<file path="config.mk">
export PLATFORM = sky130hd
export DESIGN_NAME = oam_dma
export DESIGN_NICKNAME = d
export VERILOG_FILES = /design/src/rtl/oam_dma.sv
export SDC_FILE = /design/constraint.sdc
export NUM_CORES = 1
export LEC_CHECK = 0
export ABC_AREA = 1
export CORE_ASPECT_RATIO = 0.9
export CORE_MARGIN = 2
export CORE_UTILIZATION = 35
export CTS_BUF_LIST = sky130_fd_sc_hd__clkbuf_16
export CTS_CLUSTER_SIZE = 16
export DETAILED_ROUTE_END_ITERATION = 8
export HOLD_SLACK_MARGIN = 0.05
export PLACE_DENSITY = 0.64
export SLEW_MARGIN = 40
export SYNTH_ARGS = -nofsm -noshare
export SYNTH_HDL_FRONTEND = slang
export SYNTH_SLANG_ARGS = --single-unit
</file>
<file path="constraint.sdc">
create_clock -name i_cpu_clk -period 1.45 [get_ports i_cpu_clk]
set_input_delay 0.29 -clock i_cpu_clk [delete_from_list [all_inputs] [get_ports i_cpu_clk]]
set_output_delay 0.29 -clock i_cpu_clk [all_outputs]
set_load 0.03 [all_outputs]
</file>
<file path="src/rtl/oam_dma.sv">
// Sprite DMA engine: a CPU write to the trigger register halts the CPU and copies
// XFER_LEN bytes from page $XX00 to the OAM data port as alternating read/write bus cycles.
module oam_dma #(
  parameter logic [15:0] DMA_REG_ADDR  = 16'h4014,
  parameter logic [15:0] OAM_DATA_ADDR = 16'h2004,
  parameter int unsigned XFER_LEN      = 256
) (
  input  logic        i_cpu_clk,
  input  logic        i_cpu_rstn,
  input  logic [15:0] i_bus_addr,
  input  logic        i_bus_wn,
  input  logic [7:0]  i_bus_wdata,
  output logic        o_cpu_rdy,
  output logic        o_bus_sel,
  output logic [15:0] o_dma_addr,
  output logic        o_dma_wn,
  output logic [7:0]  o_dma_wdata,
  input  logic [7:0]  i_dma_rdata,
  output logic        o_busy
);

  // Index of the final byte; the counter is a full byte so the low address byte never carries.
  localparam logic [7:0] LastIdx = 8'(XFER_LEN - 1);

  typedef enum logic [2:0] {
    StIdle,
    StHalt,
    StAlign,
    StRead,
    StWrite
  } state_e;

  state_e      state_q;
  logic        parity_q;
  logic [7:0]  page_q;
  logic [7:0]  cnt_q;
  logic [7:0]  data_q;
  logic        cpu_rdy_q;
  logic        bus_sel_q;
  logic [15:0] dma_addr_q;
  logic        dma_wn_q;
  logic        busy_q;
  logic        trigger;

  // Only full-decode writes count; reads of the trigger register are ignored.
  assign trigger = (i_bus_addr == DMA_REG_ADDR) && !i_bus_wn;

  // FSM with every bus output registered so o_dma_* is stable for the whole cycle.
  always_ff @(posedge i_cpu_clk or negedge i_cpu_rstn) begin
    if (!i_cpu_rstn) begin
      state_q    <= StIdle;
      parity_q   <= 1'b0;
      page_q     <= 8'h00;
      cnt_q      <= 8'h00;
      data_q     <= 8'h00;
      cpu_rdy_q  <= 1'b1;
      bus_sel_q  <= 1'b0;
      dma_addr_q <= 16'h0000;
      dma_wn_q   <= 1'b1;
      busy_q     <= 1'b0;
    end else begin
      parity_q <= ~parity_q;
      unique case (state_q)
        StIdle: begin
          if (trigger) begin
            page_q    <= i_bus_wdata;
            cnt_q     <= 8'h00;
            state_q   <= StHalt;
            cpu_rdy_q <= 1'b0;
            busy_q    <= 1'b1;
          end
        end
        StHalt: begin
          // An odd HALT cycle needs one spare cycle so reads land on even cycles.
          if (parity_q) begin
            state_q <= StAlign;
          end else begin
            state_q    <= StRead;
            bus_sel_q  <= 1'b1;
            dma_addr_q <= {page_q, cnt_q};
            dma_wn_q   <= 1'b1;
          end
        end
        StAlign: begin
          state_q    <= StRead;
          bus_sel_q  <= 1'b1;
          dma_addr_q <= {page_q, cnt_q};
          dma_wn_q   <= 1'b1;
        end
        StRead: begin
          data_q     <= i_dma_rdata;
          state_q    <= StWrite;
          dma_addr_q <= OAM_DATA_ADDR;
          dma_wn_q   <= 1'b0;
        end
        StWrite: begin
          cnt_q <= cnt_q + 8'd1;
          if (cnt_q == LastIdx) begin
            state_q   <= StIdle;
            cpu_rdy_q <= 1'b1;
            bus_sel_q <= 1'b0;
            dma_wn_q  <= 1'b1;
            busy_q    <= 1'b0;
          end else begin
            state_q    <= StRead;
            dma_addr_q <= {page_q, cnt_q + 8'd1};
            dma_wn_q   <= 1'b1;
          end
        end
        default: begin
          state_q   <= StIdle;
          cpu_rdy_q <= 1'b1;
          bus_sel_q <= 1'b0;
          dma_wn_q  <= 1'b1;
          busy_q    <= 1'b0;
        end
      endcase
    end
  end

  assign o_cpu_rdy   = cpu_rdy_q;
  assign o_bus_sel   = bus_sel_q;
  assign o_dma_addr  = dma_addr_q;
  assign o_dma_wn    = dma_wn_q;
  assign o_dma_wdata = data_q;
  assign o_busy      = busy_q;

endmodule

</file>
# Yosys cells after proc, flatten, opt, wreduce, memory -nomap -nowiden
# Cells that the tools add are included.
[classes]
mux = 18
n_addsub = 1
bitwise_logic = 4
n_eq_ne = 10
n_reduce_logical = 13
[ops]
columns = ["cell", "count"]
rows = [
  ["16-bit case mux with 4 select lines", 1],
  ["16-bit two-way mux", 2],
  ["16-bit by 15-bit equality test with 1-bit output (second input constant)", 1],
  ["8-bit case mux with 2 select lines", 1],
  ["3-bit case mux with 5 select lines", 1],
  ["1-bit case mux with 3 select lines", 3],
  ["3-bit AND reduction", 3],
  ["8-bit by 1-bit adder with 8-bit output (second input constant)", 1],
  ["8-bit equality test (second input constant)", 1],
  ["8-bit two-way mux", 1],
  ["2-bit != test (second input constant)", 4],
  ["3-bit by 2-bit equality test with 1-bit output (second input constant)", 2],
  ["1-bit two-way mux", 6],
  ["2-bit AND reduction", 3],
  ["1-bit inverter", 4],
  ["1-bit case mux with 4 select lines", 1],
  ["4-bit nonzero test", 1],
  ["3-bit by 1-bit equality test with 1-bit output (second input constant)", 1],
  ["3-bit equality test (second input constant)", 1],
  ["3-bit zero test", 1],
  ["3-bit two-way mux", 1],
  ["3-bit OR reduction", 1],
  ["2-bit two-way mux", 1],
  ["2-bit nonzero test", 1],
  ["other kinds (3)", 3],
]
[totals]
ff_bits = 48
word_cells = 56
out_inout_bits = 28
in_bits = 35

# Depth between registers and ports, before layout
[logic_depth]
word_depth = 4
depth_mapped = 10
depth_no_buf = 10

# Worst setup path after synthesis
# OpenSTA, ideal clock, no wires.
[synth_timing]
kind = "reg-to-reg"
start = "reg cnt_q[0]"
end = "reg dma_addr_q[13] (netlist: o_dma_addr[13])"
slack_ns = 0.001
path_buffers = 1
t_required_ns = 1.331
arrival_ns = 1.329
setup_time_ns = 0.119
synth_period_minus_slack_ns = 1.449
stages_incl_launch_ff = 11
cell_sequence = "dfrtp_1 > ha_1 > nand3_2 > clkinv_1 > nand2_2 > nand2_4 > nand2_4 > nand2_4 > buf_8 > nand2_1 > o21ai_2"
[synth_via]
elab_chain_len = 3
[synth_rtl]
columns = ["item", "line", "rtl"]
rows = [
  ["start, declared", "36", "logic [7:0] cnt_q;"],
  ["start signal, assigned", "97", "cnt_q <= cnt_q + 8'd1;"],
  ["8-bit equality test", "98", "if (cnt_q == LastIdx) begin"],
  ["2-bit != test (no line)", "n/a", ""],
  ["3-bit AND reduction (no line)", "n/a", ""],
  ["end signal, assigned", "80", "dma_addr_q <= {page_q, cnt_q};"],
  ["end signal, assigned", "87", "dma_addr_q <= {page_q, cnt_q};"],
  ["end signal, assigned", "106", "dma_addr_q <= {page_q, cnt_q + 8'd1};"],
  ["end, declared", "40", "logic [15:0] dma_addr_q;"],
]
# No other way between the ends.
# A chain may end at the register's enable or synchronous reset.

# Worst setup path after layout
[layout_timing]
start = "reg cnt_q[1]"
end = "reg dma_addr_q[12] (netlist: o_dma_addr[12])"
# Same word-level chain as after synthesis.

==> impl_results.md <==
- Outcome: completed
- Fin Setup TNS: 0 ns
- DR pass1 iterations: 4
- Non-Filler Instances: 450
- Commonest cells in the netlist: 117 x nand2_1, 46 x dfrtp_1, 17 x nand3_1
- Peak supply drop: roughly 0.76 mV
- Antenna Violating Nets Remaining: 0
- Final setup skew: between 0.007 and 0.008 ns
- Total GRT Usage: between 10% and 20%
- Port bufs: just over 60
- Routed wire per std cell: ~12 um
- Hold-critical path depth: 1
- Post-synth top area share: about half
- Kind of critical path: register to register
- Mapped Cells: 270
- Post-Syn Area: 2290 um2
- Slew @ Worst Pin: ~0.39 ns
- Critical Path Source Type: register
- Placed Area: about 3100 um2
- Total wire length: around 5400 um
- Clock transition at the registers of the reported paths: about 0.06 ns
- Fin crit share: between 90 and 100%
- Worst hold path type: register to register
- YS warnings: 0
- Max stage delay cell, worst path: dfrtp_1
- Max Slew Vio Count: 0
- Max transition margin: between 70% and 80%
- Area leader, netlist: dfrtp_1
- Final setup viols: 0
- DRT iter0 DRCs: approximately 70
- # H-tree levels: 2
- Ys flop type: dfrtp_1
- Reg-to-reg endpoint: o_dma_addr[12]
- Sequential cell area: approximately 1200 um2
- Final-report hold violation count: 0
- Layout cells sized above 1: between 20% and 30%
- CTS Sinks: 48
- Crit-path cells: ha_2, nand3_2, inv_2, nand2_2, nand2_4, nand2_4, nand2_8, clkbuf_16, nand2_2, o21ai_2
- Synthesized area per cell: between 8 and 9 um2
- Number of global-route vias before repair: just under 2000
- Clk buf depth: 2
- Area contributors post-synth: dfrtp_1 50%, nand2_1 19%, nand3_1 3.7%
- Cell area after layout: between 3000 and 4000 um2
- Worst path arrival time: approximately 1.6 ns
- WHS: between 0.4 and 0.5 ns
- TritonCTS Buffers: 5
- Synth cell types: 33
- PD cells: between 2000 and 2500 nW/um2
- Largest net degree at the start of global routing: 32
- RSZ-0062 raised after global routing: true
- # rows: 27
- CTS tree: built
- Die Height: between 80 and 90 um
- Fmax achieved: about 710 MHz
- Max-Cap Viols: 0
- Slack of the critical path: 0.0351 ns
- Register area share after synthesis: between 50% and 60%
- Fin util: between 50% and 60%
- Initial antenna violation count: 0
- Leakage power: roughly 1.8 nW
- Hpwl dp: roughly 3700 um
- DRC Markers: 0
- Post-synth EDFFs: 0
- Syn-to-layout area delta: 50.7%
- First-pass GRT wire length: between 8000 and 9000 um
- Worst-skew pair later-pin latency: just under 0.3 ns
- Crit path capture type: register
- Net Count, Synth: between 300 and 400
- Detailed-route via count: around 2000
- Worst Path Max Fanout: 7
- Initial Utilization: between 30 and 40%
- Max incr delay on CP: about 0.38 ns
- Fill cell count: 604
- Hold_sp: parity_q
- Vias/cell: around 4.5
- Root Driver: clkbuf_16
- Ant. Diodes: 0
- R2R Path Start: cnt_q[1]
- Crit path buf inv count: 2
- Grt total ovfl: 0
- Pwr Total: 7.35 mW
- Placer congestion estimate: 0.858
- Boundary Pins: 63
- Reg-to-reg slack, setup: around 0.035 ns
- Critical path depth: 10
- Fin nets: slightly below 400
- Multi-input gate area: 1020 um2
- Family with the most delay on the worst path: simple AND/OR/NAND/NOR gates
- R2R cell count: 10
- Worst EP required: 1.63 ns
- Worst slack at placement: -0.436 ns
- Core area: ~6200 um2
- Placed insts: between 400 and 500
- Most numerous cell in the Yosys netlist: nand2_1
- Fin crit period: approximately 1.4 ns
- DIE AREA: a little over 7000 um2
- Die X: a little under 90 um
- Post-synth ARST share: 100%
- #FFs+latches synth: 48
- Hold path endpoint: parity_q
[worst register-to-register path, cell delays in order, from the launching register on]
cell and delay (ns):
dfrtp_1 0.38, ha_2 0.21, nand3_2 0.08, inv_2 0.04
nand2_2 0.06, nand2_4 0.06, nand2_4 0.10, nand2_8 0.09
clkbuf_16 0.19, nand2_2 0.06, o21ai_2 0.04
[registers in the layout (all words and copies together) (netlist names)]
name	count
o_dma_wn	1
o_dma_wdata	8
page_q	8
o_dma_addr	16
o_cpu_rdy	1
parity_q	1
o_busy	1
cnt_q	8
state_q	3
o_bus_sel	1
[cells in the final DEF (no fill, tap or decap), types with 3 or more instances in the layout]
master and n:
buf_4 23, nand2_1 108, nand3_2 3, buf_6 4, dfrtp_1 46, dlygate4sd2_1 26, nand3_1 17, o21ai_2 10
nor2_1 11, clkdlybuf4s50_1 33, o21ai_1 3, inv_1 11, nand2_2 16, inv_2 5, o21ai_0 6, nor2_2 3
clkbuf_16 7, nand2_4 6
[routing by layer]
layer | track usage [%] | share of wire, % | routed length (um)
met4 | 4.48 | 1.3 | 71
met1 | 19.8 | 47 | 2560
met5 | 0 | 0 | 0
met3 | 3.86 | 6.2 | 335
met2 | 25.5 | 45 | 2450
[area by class of cell]
class	count	area share, %
multi-input cells	197	29.5
clock inverters	3	1.23
well taps	87	3.15
clock buffers	5	3.62
inverters	18	2.21
repair buffers	92	25.5
flip-flops and latches	48	34.8
[kinds of logic after synthesis]
logic type               Yosys count  share of synthesized area [%]
buffers and inverters             25                           5.94
AND/OR/NAND/NOR                  173                           34.4
flip-flops                        48                           52.5
adder cells (fa/ha/maj)            1                          0.545
XOR/XNOR                           1                          0.382
AO/OA/AOI/OAI                     22                           6.33
[worst max-delay path by stage]
stage / start / to / slack (ns)
after floorplan: cnt_q[0] / o_dma_addr[13] / 0.001
after global placement: i_bus_addr[3] / page_q[4] / -0.38
after detailed placement: i_bus_addr[3] / page_q[0] / -0.44
after CTS: cnt_q[0] / o_dma_addr[11] / 0.02
after global routing: state_q[1] / cnt_q[4] / -0.04
final: cnt_q[1] / o_dma_addr[12] / 0.04
[report_power, final]
part	switching (mW)	internal [mW]	total [mW]
logic	2.28	1.63	3.91
registers	0.327	1.80	2.13
clock network	0.496	0.811	1.31
[timing repair]
action	4_1_cts	5_1_grt
gates resized for setup	28	26
hold buffers	1	0
hold endpoints to repair	46	0
buffers inserted	4	4
setup endpoints to repair	51	30
cloned	0	3
pin swaps	1	9
(Power assumes the default switching activity.)
